### src/rtl/mult_pkg.sv
// Shared definitions for the multiplier family.
//   mult_state_e   : control FSM encoding (IDLE, CALC, DONE)
//   MULT_N_DEFAULT : default operand width
package mult_pkg;

  typedef enum logic [1:0] {
    IDLE = 2'd0,
    CALC = 2'd1,
    DONE = 2'd2
  } mult_state_e;

  localparam int MULT_N_DEFAULT = 4;

endpackage

### src/rtl/full_adder.sv
// One-bit full adder cell.
//   a, b, ci : addend bits and carry in
//   s, co    : sum and carry out
module full_adder (
  input  logic a,
  input  logic b,
  input  logic ci,
  output logic s,
  output logic co
);

  assign s  = a ^ b ^ ci;
  assign co = (a & b) | (ci & (a ^ b));

endmodule

### src/rtl/ripple_carry_adder.sv
// Combinational W-bit ripple-carry adder built from full_adder cells.
//   a, b : W-bit addends
//   sum  : W-bit sum
//   co   : carry out of the top cell
module ripple_carry_adder #(
  parameter int W = 5
) (
  input  logic [W-1:0] a,
  input  logic [W-1:0] b,
  output logic [W-1:0] sum,
  output logic         co
);

  logic [W:0] c;

  assign c[0] = 1'b0;
  assign co   = c[W];

  full_adder fa [W-1:0] (
    .a  (a),
    .b  (b),
    .ci (c[W-1:0]),
    .s  (sum),
    .co (c[W:1])
  );

endmodule

### src/rtl/shift_add_multiplier.sv
// Sequential shift-add multiplier, one multiplier bit per clock.
// Signed operands are reduced to magnitudes on acceptance; the sign is
// reapplied when the product is loaded.
//   clk, rst_n             : clock, async active-low reset
//   in_valid/in_ready      : operand handshake (a, b, signed_mode)
//   out_valid/out_ready    : result handshake (product, 2N bits)
//   busy                   : high outside IDLE
module shift_add_multiplier
  import mult_pkg::*;
#(
  parameter int N = MULT_N_DEFAULT
) (
  input  logic           clk,
  input  logic           rst_n,
  input  logic           in_valid,
  output logic           in_ready,
  input  logic [N-1:0]   a,
  input  logic [N-1:0]   b,
  input  logic           signed_mode,
  output logic           out_valid,
  input  logic           out_ready,
  output logic [2*N-1:0] product,
  output logic           busy
);

  localparam int CW = $clog2(N);
  localparam int W2 = 2 * N;

  mult_state_e     state, state_nxt;
  logic [N-1:0]    mcand, mplr;
  logic            sign_r, smode_r;
  logic [2*N:0]    acc, acc_nxt;
  logic [CW-1:0]   cnt;
  logic            accept, last;
  logic [N-1:0]    a_mag, b_mag;
  logic [N:0]      add_b, sum;
  logic            co;
  logic [2*N-1:0]  res;
  logic            acc_unused;

  // |x| in N-bit unsigned form: the most negative value maps to 2^(N-1).
  assign a_mag = (signed_mode && a[N-1]) ? (~a + N'(1)) : a;
  assign b_mag = (signed_mode && b[N-1]) ? (~b + N'(1)) : b;

  assign accept = in_valid && in_ready;
  assign last   = (cnt == CW'(N - 1));

  assign add_b = mplr[cnt] ? {1'b0, mcand} : '0;

  ripple_carry_adder #(.W(N + 1)) u_add (
    .a   (acc[2*N:N]),
    .b   (add_b),
    .sum (sum),
    .co  (co)
  );

  // Add into the upper N+1 bits then shift right; the carry becomes the new
  // top bit and the LSB falls off.
  assign acc_nxt    = {co, sum, acc[N-1:1]};
  assign acc_unused = acc[0];
  assign res        = acc_nxt[2*N-1:0];

  always_comb begin
    state_nxt = state;
    in_ready  = 1'b0;
    out_valid = 1'b0;
    busy      = 1'b1;
    case (state)
      IDLE: begin
        in_ready = 1'b1;
        busy     = 1'b0;
        if (in_valid) state_nxt = CALC;
      end
      CALC: if (last) state_nxt = DONE;
      DONE: begin
        out_valid = 1'b1;
        if (out_ready) state_nxt = IDLE;
      end
      default: state_nxt = IDLE;
    endcase
  end

  always_ff @(posedge clk or negedge rst_n) begin
    if (!rst_n) begin
      state   <= IDLE;
      mcand   <= '0;
      mplr    <= '0;
      sign_r  <= 1'b0;
      smode_r <= 1'b0;
      acc     <= '0;
      cnt     <= '0;
      product <= '0;
    end else begin
      state <= state_nxt;
      if (accept) begin
        mcand   <= a_mag;
        mplr    <= b_mag;
        sign_r  <= a[N-1] ^ b[N-1];
        smode_r <= signed_mode;
        acc     <= '0;
        cnt     <= '0;
      end else if (state == CALC) begin
        acc <= acc_nxt;
        cnt <= cnt + CW'(1);
        if (last) product <= (smode_r && sign_r) ? (~res + W2'(1)) : res;
      end
    end
  end

endmodule
### config.mk
export PLATFORM = sky130hd
export DESIGN_NAME = shift_add_multiplier
export DESIGN_NICKNAME = d
export VERILOG_FILES = /design/src/rtl/mult_pkg.sv /design/src/rtl/full_adder.sv /design/src/rtl/ripple_carry_adder.sv /design/src/rtl/shift_add_multiplier.sv
export SDC_FILE = /design/constraint.sdc
export NUM_CORES = 1
export LEC_CHECK = 0
export ABC_AREA = 1
export CORE_MARGIN = 4
export CORE_UTILIZATION = 45
export CTS_BUF_LIST = sky130_fd_sc_hd__clkbuf_4
export CTS_CLUSTER_DIAMETER = 120
export CTS_CLUSTER_SIZE = 28
export DETAILED_ROUTE_END_ITERATION = 12
export GPL_ROUTABILITY_DRIVEN = 0
export HOLD_SLACK_MARGIN = 0.06
export PLACE_DENSITY = 0.71
export REMOVE_ABC_BUFFERS = 1
export SKIP_CTS_REPAIR_TIMING = 1
export SLEW_MARGIN = 25
export SYNTH_ARGS = -nofsm -noshare
export SYNTH_HDL_FRONTEND = slang
export SYNTH_HIERARCHICAL = 1
export SYNTH_SLANG_ARGS = --single-unit
### constraint.sdc
create_clock -name clk -period 3.3 [get_ports clk]
set_clock_uncertainty 0.05 [all_clocks]
set_input_delay 0.66 -clock clk [delete_from_list [all_inputs] [get_ports clk]]
set_output_delay 0.66 -clock clk [all_outputs]
set_load 0.01 [all_outputs]
Word level (Yosys, flattened, before mapping):

Cells that the tools add are included.

* output and inout bits: 11
* input port bits: 13
* bits in registers: 31

* $lt $le $gt $ge: 1
* muxes and demuxes: 17
* bitwise operators: 27
* reduce and logical (&&, ||, !) cells: 8
* equal/unequal tests: 6
* add/sub/neg operators: 4

Operators by type and width (count)
* 9-bit two-way mux: 2
* 4-bit two-way mux: 3
* 2-bit two-way mux: 5
* 1-bit bitwise XOR: 9
* 4-bit by 1-bit adder with 4-bit output, second input constant: 2
* 8-bit by 1-bit adder with 8-bit output, second input constant: 1
* 1-bit AND: 8
* 8-bit two-way mux: 1
* 4-bit NOT: 2
* 8-bit NOT: 1
* 2-bit != test, second input constant: 3
* 2-bit case mux with 3 select lines: 1
* 3-bit AND reduction: 2
* 2-bit == test, second input constant: 2
* 1-bit logical AND: 4
* 1-bit two-way mux: 4
* 1-bit OR: 4
* 2-bit by 3-bit < comparator with 1-bit output, second input constant: 1
* 2-bit by 1-bit adder with 2-bit output, second input constant: 1
* 1-bit binary-select mux with 2-bit select: 1
* 2-bit by 1-bit == test with 1-bit output, second input constant: 1
* 2-bit zero test: 1
* 2-bit nonzero test: 1
* 1-bit AND, second input constant: 1
* 2 further kinds: 2

Depth between registers and ports, before layout:

Gate-level depths: netlist (run 1).

* depth after elaboration: 14
* gate-level depth with buffers: 15
* mapped depth without buffers: 15

Cells and area by module:

The synthesis (run 1) kept the hierarchy.

Modules (own cells, without submodules)
* shift_add_multiplier: cells an instance 186, times used 1, area an instance 1519.0 um2
* full_adder: cells an instance 1, times used 5, area an instance 20.0 um2
* ripple_carry_adder: cells an instance 1, times used 1, area an instance 3.8 um2

Worst setup path before layout (run 1):

Ideal clock, no wire load.

* path type: flip-flop to flip-flop
* from: register cnt[0]
* to: register product[7]
* path slack: -0.130 ns
* setup time: 0.117 ns
* arrival time: 3.263 ns
* required time: 3.133 ns
* clock period less this slack: 3.430 ns
* cell stages (with the launch flop): 13
* buffers on the path: 0
* cells stage by stage: dfrtp_1 or2_2 a21oi_1 nor2_1 fa_1 fa_1 fa_1 fa_1 fa_1 inv_1 nand3_1 nand3_1 nand2_1

* cells in the longest elaborated chain, start to end: 14
* elaborated cells between the ends (all ways): 26
* classes of those cells: add/sub: 1; eq/ne: 1; mux: 4; bitwise: 19; reduce/logical: 1

RTL lines
* from (decl): RTL line shift_add_multiplier.sv:33 `logic [CW-1:0] cnt;`
* from (signal assigned): RTL line shift_add_multiplier.sv:104 `cnt <= cnt + CW'(1);`
* 1-bit binary-select mux with 2-bit select *: RTL line shift_add_multiplier.sv:48 `assign add_b = mplr[cnt] ? {1'b0, mcand} : '0;`
* 1-bit two-way mux (not written as such) *: RTL line shift_add_multiplier.sv:48
* 4-bit two-way mux *: RTL line shift_add_multiplier.sv:48
* via add_b[0]: RTL line shift_add_multiplier.sv:36 `logic [N:0] add_b, sum;`
* 1-bit AND *: RTL line full_adder.sv:13 `assign co = (a & b) | (ci & (a ^ b));`
* via u_add.c[1]: RTL line ripple_carry_adder.sv:14 `logic [W:0] c;`
* 1-bit AND *: RTL line full_adder.sv:13
* 1-bit OR *: RTL line full_adder.sv:13
* via u_add.c[2]: RTL line ripple_carry_adder.sv:14
* (+2 left out)
* via u_add.c[3]: RTL line ripple_carry_adder.sv:14
* 1-bit AND *: RTL line full_adder.sv:13
* 1-bit OR *: RTL line full_adder.sv:13
* via u_add.c[4]: RTL line ripple_carry_adder.sv:14
* 1-bit bitwise XOR *: RTL line full_adder.sv:12 `assign s = a ^ b ^ ci;`
* via sum[4]: RTL line shift_add_multiplier.sv:36
* 8-bit NOT: RTL line shift_add_multiplier.sv:105 `if (last) product <= (smode_r && sign_r) ? (~res + W2'(1)) : res;`
* 8-bit by 1-bit adder with 8-bit output: RTL line shift_add_multiplier.sv:105
* 8-bit two-way mux *: RTL line shift_add_multiplier.sv:105
* to (signal assigned): RTL line shift_add_multiplier.sv:105
* to (decl): RTL line shift_add_multiplier.sv:22 `output logic [2*N-1:0] product,`

The timed path passes the listed nets; every way through them passes the cells marked *. The select of a mux whose other input is x is not followed.
A chain may end at the register's enable or synchronous reset.

Worst setup path in the final report (run 1):

Ends and elaborated chain as after synthesis.

==> results of run 1 <==
worst paths after layout:
| kind | startpoint | endpoint |
|---|---|---|
| min in group asynchronous | rst_n | state[1]$_DFFE_PN0P_ |
| worst min register to register | product[3]$_DFFE_PN0P_ | product[3]$_DFFE_PN0P_ |
| worst max register to register | cnt[0]$_DFFE_PN0P_ | product[7]$_DFFE_PN0P_ |
| worst max-delay path | cnt[0]$_DFFE_PN0P_ | product[7]$_DFFE_PN0P_ |
| max in group asynchronous | rst_n | acc[7]$_DFFE_PN0P_ |
| worst min-delay path | product[3]$_DFFE_PN0P_ | product[3]$_DFFE_PN0P_ |
flip-flops by register name, summed over array words and instances (netlist names):
name     cells
cnt          2
state        2
acc          8
smode_r      1
product      8
mcand        4
sign_r       1
mplr         4
worst max-delay path, cell delays in order, from the launching register on:
cell                      delay [ns]
sky130_fd_sc_hd__dfrtp_1        0.40
sky130_fd_sc_hd__or2_4          0.25
sky130_fd_sc_hd__a21oi_2        0.19
sky130_fd_sc_hd__nor2_2         0.06
sky130_fd_sc_hd__fa_2           0.35
sky130_fd_sc_hd__fa_2           0.35
sky130_fd_sc_hd__fa_2           0.35
sky130_fd_sc_hd__fa_2           0.34
sky130_fd_sc_hd__fa_1           0.46
sky130_fd_sc_hd__inv_1          0.09
sky130_fd_sc_hd__nand3_1        0.08
sky130_fd_sc_hd__nand3_1        0.09
sky130_fd_sc_hd__nand2_1        0.05
power groups by stage:
stage / logic (uW) / registers, uW / clock network (uW)
final: 1120 / 644 / 206
after CTS: 1080 / 643 / 214
after floorplan: 714 / 663 / 0
after global routing: 1290 / 667 / 233
after global placement: 1060 / 644 / 0
after detailed placement: 1080 / 650 / 0
metal layers:
layer | vias to the layer above | routed length (um) | track usage [%]
met5 | - | 0 | 0
met4 | 0 | 47 | 5.96
met3 | 5 | 164 | 5.42
met2 | 27 | 1300 | 24.3
met1 | 587 | 1320 | 16.5
li1 | 671 | - | -
cells by family (layout without fill, tap and decap cells):
| group | Yosys count | count (layout) | synth area share (%) |
|---|---|---|---|
| compound gates | 36 | 36 | 11.9 |
| xor+xnor | 3 | 3 | 1.62 |
| fa+ha+maj | 9 | 9 | 9.25 |
| buf+inv | 31 | 63 | 8.10 |
| flops | 30 | 30 | 46.3 |
| other cells | 2 | 2 | 0.463 |
| simple gates | 81 | 81 | 22.4 |
through the flow:
stage	cells	total power (uW)	hold slack [ns]
after global routing	270	2190	0.463
after detailed placement	261	1730	0.416
after global placement	261	1700	0.411
after CTS	269	1940	0.438
final	270	1970	0.429
after floorplan	189	1380	0.314
layout by cell type, fill, tap and decap left out:
master	n
sky130_fd_sc_hd__a22oi_1	1
sky130_fd_sc_hd__a21oi_1	4
sky130_fd_sc_hd__fa_1	1
sky130_fd_sc_hd__ha_1	4
sky130_fd_sc_hd__o22ai_1	3
sky130_fd_sc_hd__clkinv_1	1
sky130_fd_sc_hd__inv_4	1
sky130_fd_sc_hd__o31ai_1	1
sky130_fd_sc_hd__o21ai_2	1
sky130_fd_sc_hd__o21ai_1	8
sky130_fd_sc_hd__nor2_2	2
sky130_fd_sc_hd__clkbuf_4	6
sky130_fd_sc_hd__nor2_1	13
sky130_fd_sc_hd__buf_4	4
sky130_fd_sc_hd__nor2_8	1
sky130_fd_sc_hd__nand2_1	48
sky130_fd_sc_hd__inv_1	22
sky130_fd_sc_hd__nand3_1	11
sky130_fd_sc_hd__xor2_1	1
sky130_fd_sc_hd__or2_4	1
sky130_fd_sc_hd__nor3_1	2
sky130_fd_sc_hd__a21oi_2	1
sky130_fd_sc_hd__o21ai_0	17
sky130_fd_sc_hd__nor2_4	1
sky130_fd_sc_hd__inv_2	5
sky130_fd_sc_hd__clkinv_2	1
sky130_fd_sc_hd__conb_1	2
sky130_fd_sc_hd__nand2_4	2
sky130_fd_sc_hd__dfrtp_1	30
sky130_fd_sc_hd__xnor2_1	2
sky130_fd_sc_hd__fa_2	4
sky130_fd_sc_hd__clkdlybuf4s50_1	23
cell type report:
type / instances / area, um^2
fillers: 333 / 1430
multi-input cells: 131 / 759
flip-flops and latches: 30 / 751
repair buffers: 27 / 260
inverters: 28 / 108
well taps: 46 / 57.6
clock buffers: 6 / 45.0
clock inverters: 2 / 8.76
==> summary by stage, run 1 <==
Global routing
The initial antenna violation count is 0. The largest net degree at the start of global routing is 31. The total overflow left after global routing is 0. The number of global-route vias before repair is 1,200. The global-route total usage across every layer is 14.5%. The first global-routing pass estimated 4950 um of wire.

Pwr
Net switching is 42.8% of the power. The sequential power share is 32.7%. The total power divided by cell area is 990 nW/um^2. Combinational logic is responsible for 56.8% of the overall power.

Per report_power, the clock group accounts for 10.5% of the total. Summed over all cells, the static leakage comes to 0.000970 uW. In this run the power spent charging and discharging nets is 844 uW.

The maximum vdd drop is 0.322 mV. The internal power is 1130 uW.

Yosys
In the post-synthesis netlist, the cell with the most instances is sky130_fd_sc_hd__nand2_1. The mean instance size in the synthesized netlist is 8.45 um^2. The synthesized design contains 0 enable-type register cells. The largest area contributor in the netlist is sky130_fd_sc_hd__dfrtp_1.

Ranked by total cell area, the synthesized netlist is headed by sky130_fd_sc_hd__dfrtp_1, sky130_fd_sc_hd__nand2_1, sky130_fd_sc_hd__fa_1, sky130_fd_sc_hd__o21ai_0, sky130_fd_sc_hd__inv_1. The post-synthesis instance area is 1620 um^2. The register bit total from synthesis is 30. The number of warnings printed during yosys synthesis is 6. The synthesized netlist contains 28 unique library cells. The main flop type after synthesis is sky130_fd_sc_hd__dfrtp_1. In this run the biggest area consumer among cell types represents 46.3% of the synthesized area.

The fraction of synthesis flops using an asynchronous set or reset pin is 100%. Counting instances in the post-synthesis netlist gives the leading cell types as sky130_fd_sc_hd__nand2_1, sky130_fd_sc_hd__dfrtp_1, sky130_fd_sc_hd__inv_1. The sequential-to-total area share from yosys stat is 46.3%. The gate count of the mapped netlist is 192.

Clock network
After clock tree synthesis, the clock-pin slew on the worst setup and hold paths is 0.09 ns. The maximum buffer depth of the clock tree is 2. The clock net in this run drives a total of 30 sinks. The number of CTS-inserted buffers is 5. The clock latency at the later pin of the worst-skew pair is 0.33 ns. The cell sitting at the root of the clock tree is a sky130_fd_sc_hd__clkbuf_4. The CTS tree is built. The H-tree level count is 2.

Layout
The post-route netlist has 13.4% of its cells at a drive strength greater than 1. The post-route standard cell area excluding fillers is 1990 um^2. The layout overhead on the synthesized area is 22.6%. The net count of the finished layout is 245. Cells fill 58.2% of the core in the end. The total inserted antenna cells is 0.

Die
The initial cell density of the core is 47.5%. The vertical extent of the die is 68.1 um. The initialized floorplan defines 21 standard-cell rows. The die covers 4630 um^2. The area of the core is 3420 um^2. During I/O placement, the number of pins put on the boundary was 24.

In this run the horizontal extent of the chip is 68.1 um.

Placement
The pre-CTS worst setup slack is -0.185 ns. The number of buffers added on ports is 23. The HPWL after detailed placement is 2210 um. After detailed placement, the total cell area comes to 1910 um^2.

Drt
The wire length reported by the detailed router is 2830 um. The iteration count of the initial detailed-routing pass is 4. For this run, design rule violations remaining after detail routing come to 0. In the final routed layout, each cell accounts on average for 10.5 um.

The residual antenna-violating net count after detailed routing is 0. After the first detailed-routing iteration, the DRC count stood at 61. The per-cell via count in the routed design is 4.78. The count of vias placed by the detailed router is 1,290.

STA
Setup violations remaining at the end of the flow were counted as 0. The post-route setup TNS is 0 ns. Counting I/O delays and the setup requirement, the final critical path takes 3.23 ns. The number of hold-slack violations in the final timing report is 0. Of the available clock period, the critical path in the final layout requires 97.9%. Based on the critical path, the design can be clocked at up to 310 MHz. Across all setup checks in the final design, the least slack found is 0.0703 ns.

The number of max-slew violations in the final report is 0.

Setup path
The worst setup path is launched from a flip-flop. Of all nets on the critical path, the largest fanout is 3. The number of cells on the worst reg-to-reg path is 12. The critical path is of the flip-flop to flip-flop type. STA puts the critical path data required time at 3.47 ns.

The minimum setup slack among reg-to-reg paths is 0.07 ns. The endpoint kind of the worst setup timing path is a flip-flop. The arrival time reported for the critical path endpoint is 3.40 ns.

Run status
The flow ran to the end, and the final reports show no timing, DRC or antenna violations.

Worst hold path
Counting instances, the worst hold path has a depth of 2. The path type of the worst min-delay path is flip-flop to flip-flop.

Job
The total of max-cap violations is 0.
No activity file was read; power rests on OpenSTA's default activity.
==> run 2: changes to the inputs <==
--- a/config.mk
+++ b/config.mk
@@ -17,7 +17,7 @@
 export PLACE_DENSITY = 0.71
 export REMOVE_ABC_BUFFERS = 1
 export SKIP_CTS_REPAIR_TIMING = 1
-export SLEW_MARGIN = 25
+export SLEW_MARGIN = 10
 export SYNTH_ARGS = -nofsm -noshare
 export SYNTH_HDL_FRONTEND = slang
 export SYNTH_HIERARCHICAL = 1
==> results of run 2 <==
The final DEF is identical to that of run 1; final timing and power are the same.
==> run 3: changes to the inputs <==
--- a/config.mk
+++ b/config.mk
@@ -6,7 +6,7 @@
 export NUM_CORES = 1
 export LEC_CHECK = 0
 export ABC_AREA = 1
-export CORE_MARGIN = 4
+export CORE_ASPECT_RATIO = 1.5
 export CORE_UTILIZATION = 45
 export CTS_BUF_LIST = sky130_fd_sc_hd__clkbuf_4
 export CTS_CLUSTER_DIAMETER = 120
==> run 3 against run 2 <==
Net effect: die area fell by 17%; flip-flop and latch count did not move; global-route usage rose by 4.5 points; largest power group unchanged.
==> summary by stage, run 3 (synthesis results as in run 1) <==
Pwr
The switching power total is 862 uW (was 844 uW). The fraction of power consumed by combinational cells is 52.8% (was 56.8%). The total power divided by cell area was 1040 nW/um^2 (was 990 nW/um^2).

The net switching fraction of the power came to 40.4% (was 42.8%). The fraction of power consumed by the clock network is 16.8% (was 10.5%). The sequential power share was 30.3% (was 32.7%). The maximum vdd drop is 0.464 mV (was 0.322 mV).

The reported leakage power is 0.000991 uW (was 0.000970 uW). The internal power is 1270 uW (was 1130 uW). The final total power is 2130 uW (was 1970 uW).

Die
The initial cell density of the core is 47.5% (unchanged). The area of the core is 3420 um^2 (unchanged). The floorplan die area is 3860 um^2 (was 4630 um^2). The vertical extent of the die is 75.6 um (was 68.1 um).

The number of core rows is 26 (was 21). The die width is 51.0 um (was 68.1 um). The number of ports placed on the die boundary is 24 (unchanged).

Placement
The instance area at placement is 1910 um^2 (about the same). The pre-CTS worst setup slack is -0.138 ns (was -0.185 ns). The detailed placer's ending HPWL was 2230 um (was 2210 um).

The number of buffers added on ports was 23 (unchanged).

Setup path
The path type of the worst setup path is flip-flop to flip-flop (unchanged). The maximum fanout encountered on the critical timing path is 3 (unchanged). The element type at the critical path start was a flip-flop (unchanged). The data required time at the worst endpoint came to 3.48 ns (was 3.47 ns). The endpoint kind of the worst setup timing path is a flip-flop (unchanged). The arrival time reported for the critical path endpoint was 3.41 ns (was 3.40 ns).

Run status
Status: completed (unchanged).

Drt
The total met3 wirelength after detailed routing is 68 um (was 164 um). The average wire per cell in the routed design is 10.9 um (was 10.5 um). The count of vias placed by the detailed router came to 1,285 (was 1,290). The residual antenna-violating net count after detailed routing is 0 (unchanged). The remaining design rule violation count came to 0 (unchanged). The per-cell via count in the routed design is 4.83 (was 4.78). The amount of wire on met2 after detailed routing is 1550 um (was 1300 um). The wire length on met1 is 1230 um (was 1320 um). The count of routing violations after the opening detailed-route iteration is 26 (was 61).

The top layer used by detailed routing is met4 (unchanged). The wire length reported by the detailed router was 2910 um (was 2830 um). The iteration count of the initial detailed-routing pass came to 4 (unchanged).

Global routing
The initial antenna violation count is 0 (unchanged). The number of global-route vias before repair was 1,259 (was 1,200). The global-route wire length before repair was 5310 um (was 4950 um). The leftover overflow at the end of global routing is 0 (unchanged).

The largest net degree at the start of global routing is 31 (unchanged). The global-route total usage across every layer is 18.9% (was 14.5%).

Layout
The layout overhead on the synthesized area was 25.7% (was 22.6%). Top library cells by usage in the layout, fill and taps aside: sky130_fd_sc_hd__nand2_1, sky130_fd_sc_hd__dfrtp_1, sky130_fd_sc_hd__clkdlybuf4s50_1, sky130_fd_sc_hd__inv_1, sky130_fd_sc_hd__o21ai_0 (unchanged). Registers with the most flip-flops: acc (8), product (8) (unchanged). The final core utilization is 59.7% (was 58.2%). The total inserted antenna cells is 0 (unchanged).

The final layout net count is 245 (unchanged). The ratio of cells with drive above 1 in the final layout came to 13.4% (unchanged). The post-route standard cell area excluding fillers was 2040 um^2 (was 1990 um^2). The commonest non-fill, non-tap cell in the layout is sky130_fd_sc_hd__nand2_1 (unchanged).

The final-layout fill cell count is 302 (was 333).

Job
The total of max-cap violations came to 0 (unchanged).

Clock network
The maximum buffer depth of the clock tree is 2 (unchanged). The number of CTS-inserted buffers came to 5 (unchanged). The CTS tree is built (unchanged).

The H-tree level count is 2 (unchanged). The number of sinks handled by clock tree synthesis is 30 (unchanged). The clock-pin slew on the worst setup and hold paths is 0.09 ns (about the same).

The clock latency at the later pin of the worst-skew pair is 0.33 ns (about the same). The root buffer cell is sky130_fd_sc_hd__clkbuf_4 (unchanged).

STA
The number of setup violations in the final report is 0 (unchanged). The final critical delay including setup and external delays was 3.23 ns (about the same). The least setup slack across all paths after layout is 0.0723 ns (was 0.0703 ns). The portion of the clock cycle consumed by the worst path in the final layout is 97.8% (was 97.9%). The number of hold-slack violations in the final timing report is 0 (unchanged).

The number of max-slew violations in the final report was 0 (unchanged). The post-route setup TNS is 0 ns (unchanged). Setup repair after global routing could not meet its margin everywhere.

The fmax is 310 MHz (about the same).

Worst hold path
The path type of the worst min-delay path is flip-flop to flip-flop (unchanged).
[run 3: worst max-delay path, cell delays in order, from the launching register on]
cell                      delay (ns)
sky130_fd_sc_hd__dfrtp_1        0.40
sky130_fd_sc_hd__or2_4          0.26
sky130_fd_sc_hd__a21oi_4        0.16
sky130_fd_sc_hd__nor2_2         0.05
sky130_fd_sc_hd__fa_2           0.35
sky130_fd_sc_hd__fa_2           0.40
sky130_fd_sc_hd__fa_2           0.34
sky130_fd_sc_hd__fa_2           0.35
sky130_fd_sc_hd__fa_1           0.48
sky130_fd_sc_hd__inv_1          0.09
sky130_fd_sc_hd__nand3_1        0.08
sky130_fd_sc_hd__nand3_1        0.08
sky130_fd_sc_hd__nand2_1        0.04
[run 3: routing by layer]
layer  global-route usage (%)  vias up
met5                        0        -
met4                     8.33        0
met3                     4.19        7
met2                     35.1       24
met1                     20.4      579
li1                         -      675
[run 3: through the flow]
| step | hold WS, ns | cells |
|---|---|---|
| after floorplan | 0.314 | 189 |
| after global placement | 0.411 | 258 |
| after detailed placement | 0.415 | 258 |
| after CTS | 0.441 | 266 |
| after global routing | 0.473 | 266 |
| final | 0.434 | 266 |
[run 3: worst paths after layout]
kind / endpoint / depth (start not counted) / slack, ns / start
worst max-delay path: product[7]$_DFFE_PN0P_ / 12 / 0.07 / cnt[0]$_DFFE_PN0P_
worst min-delay path: product[3]$_DFFE_PN0P_ / 2 / 0.43 / product[3]$_DFFE_PN0P_
worst max register to register: product[7]$_DFFE_PN0P_ / 12 / 0.07 / cnt[0]$_DFFE_PN0P_
worst min register to register: product[3]$_DFFE_PN0P_ / 2 / 0.43 / product[3]$_DFFE_PN0P_
max in group asynchronous: sign_r$_DFFE_PN0N_ / 2 / 2.27 / rst_n
min in group asynchronous: product[6]$_DFFE_PN0P_ / 2 / 0.66 / rst_n
[run 3: area by class of cell]
cell class,instances,area (um^2),share of cell area (%)
tap,42,52.6,2.58
sequential,30,751,36.8
clock inverter,3,63.8,3.13
clock buffer,5,37.5,1.84
multi-input combinational,131,767,37.6
inverter,28,108,5.28
timing repair buffer,27,260,12.8
[run 3: power groups by stage]
| stage | combinational, uW | clock [uW] | sequential (uW) |
|---|---|---|---|
| after floorplan | 714 | 0 | 663 |
| after global placement | 1060 | 0 | 646 |
| after detailed placement | 1080 | 0 | 654 |
| after CTS | 1090 | 374 | 647 |
| after global routing | 1300 | 385 | 670 |
| final | 1130 | 359 | 646 |
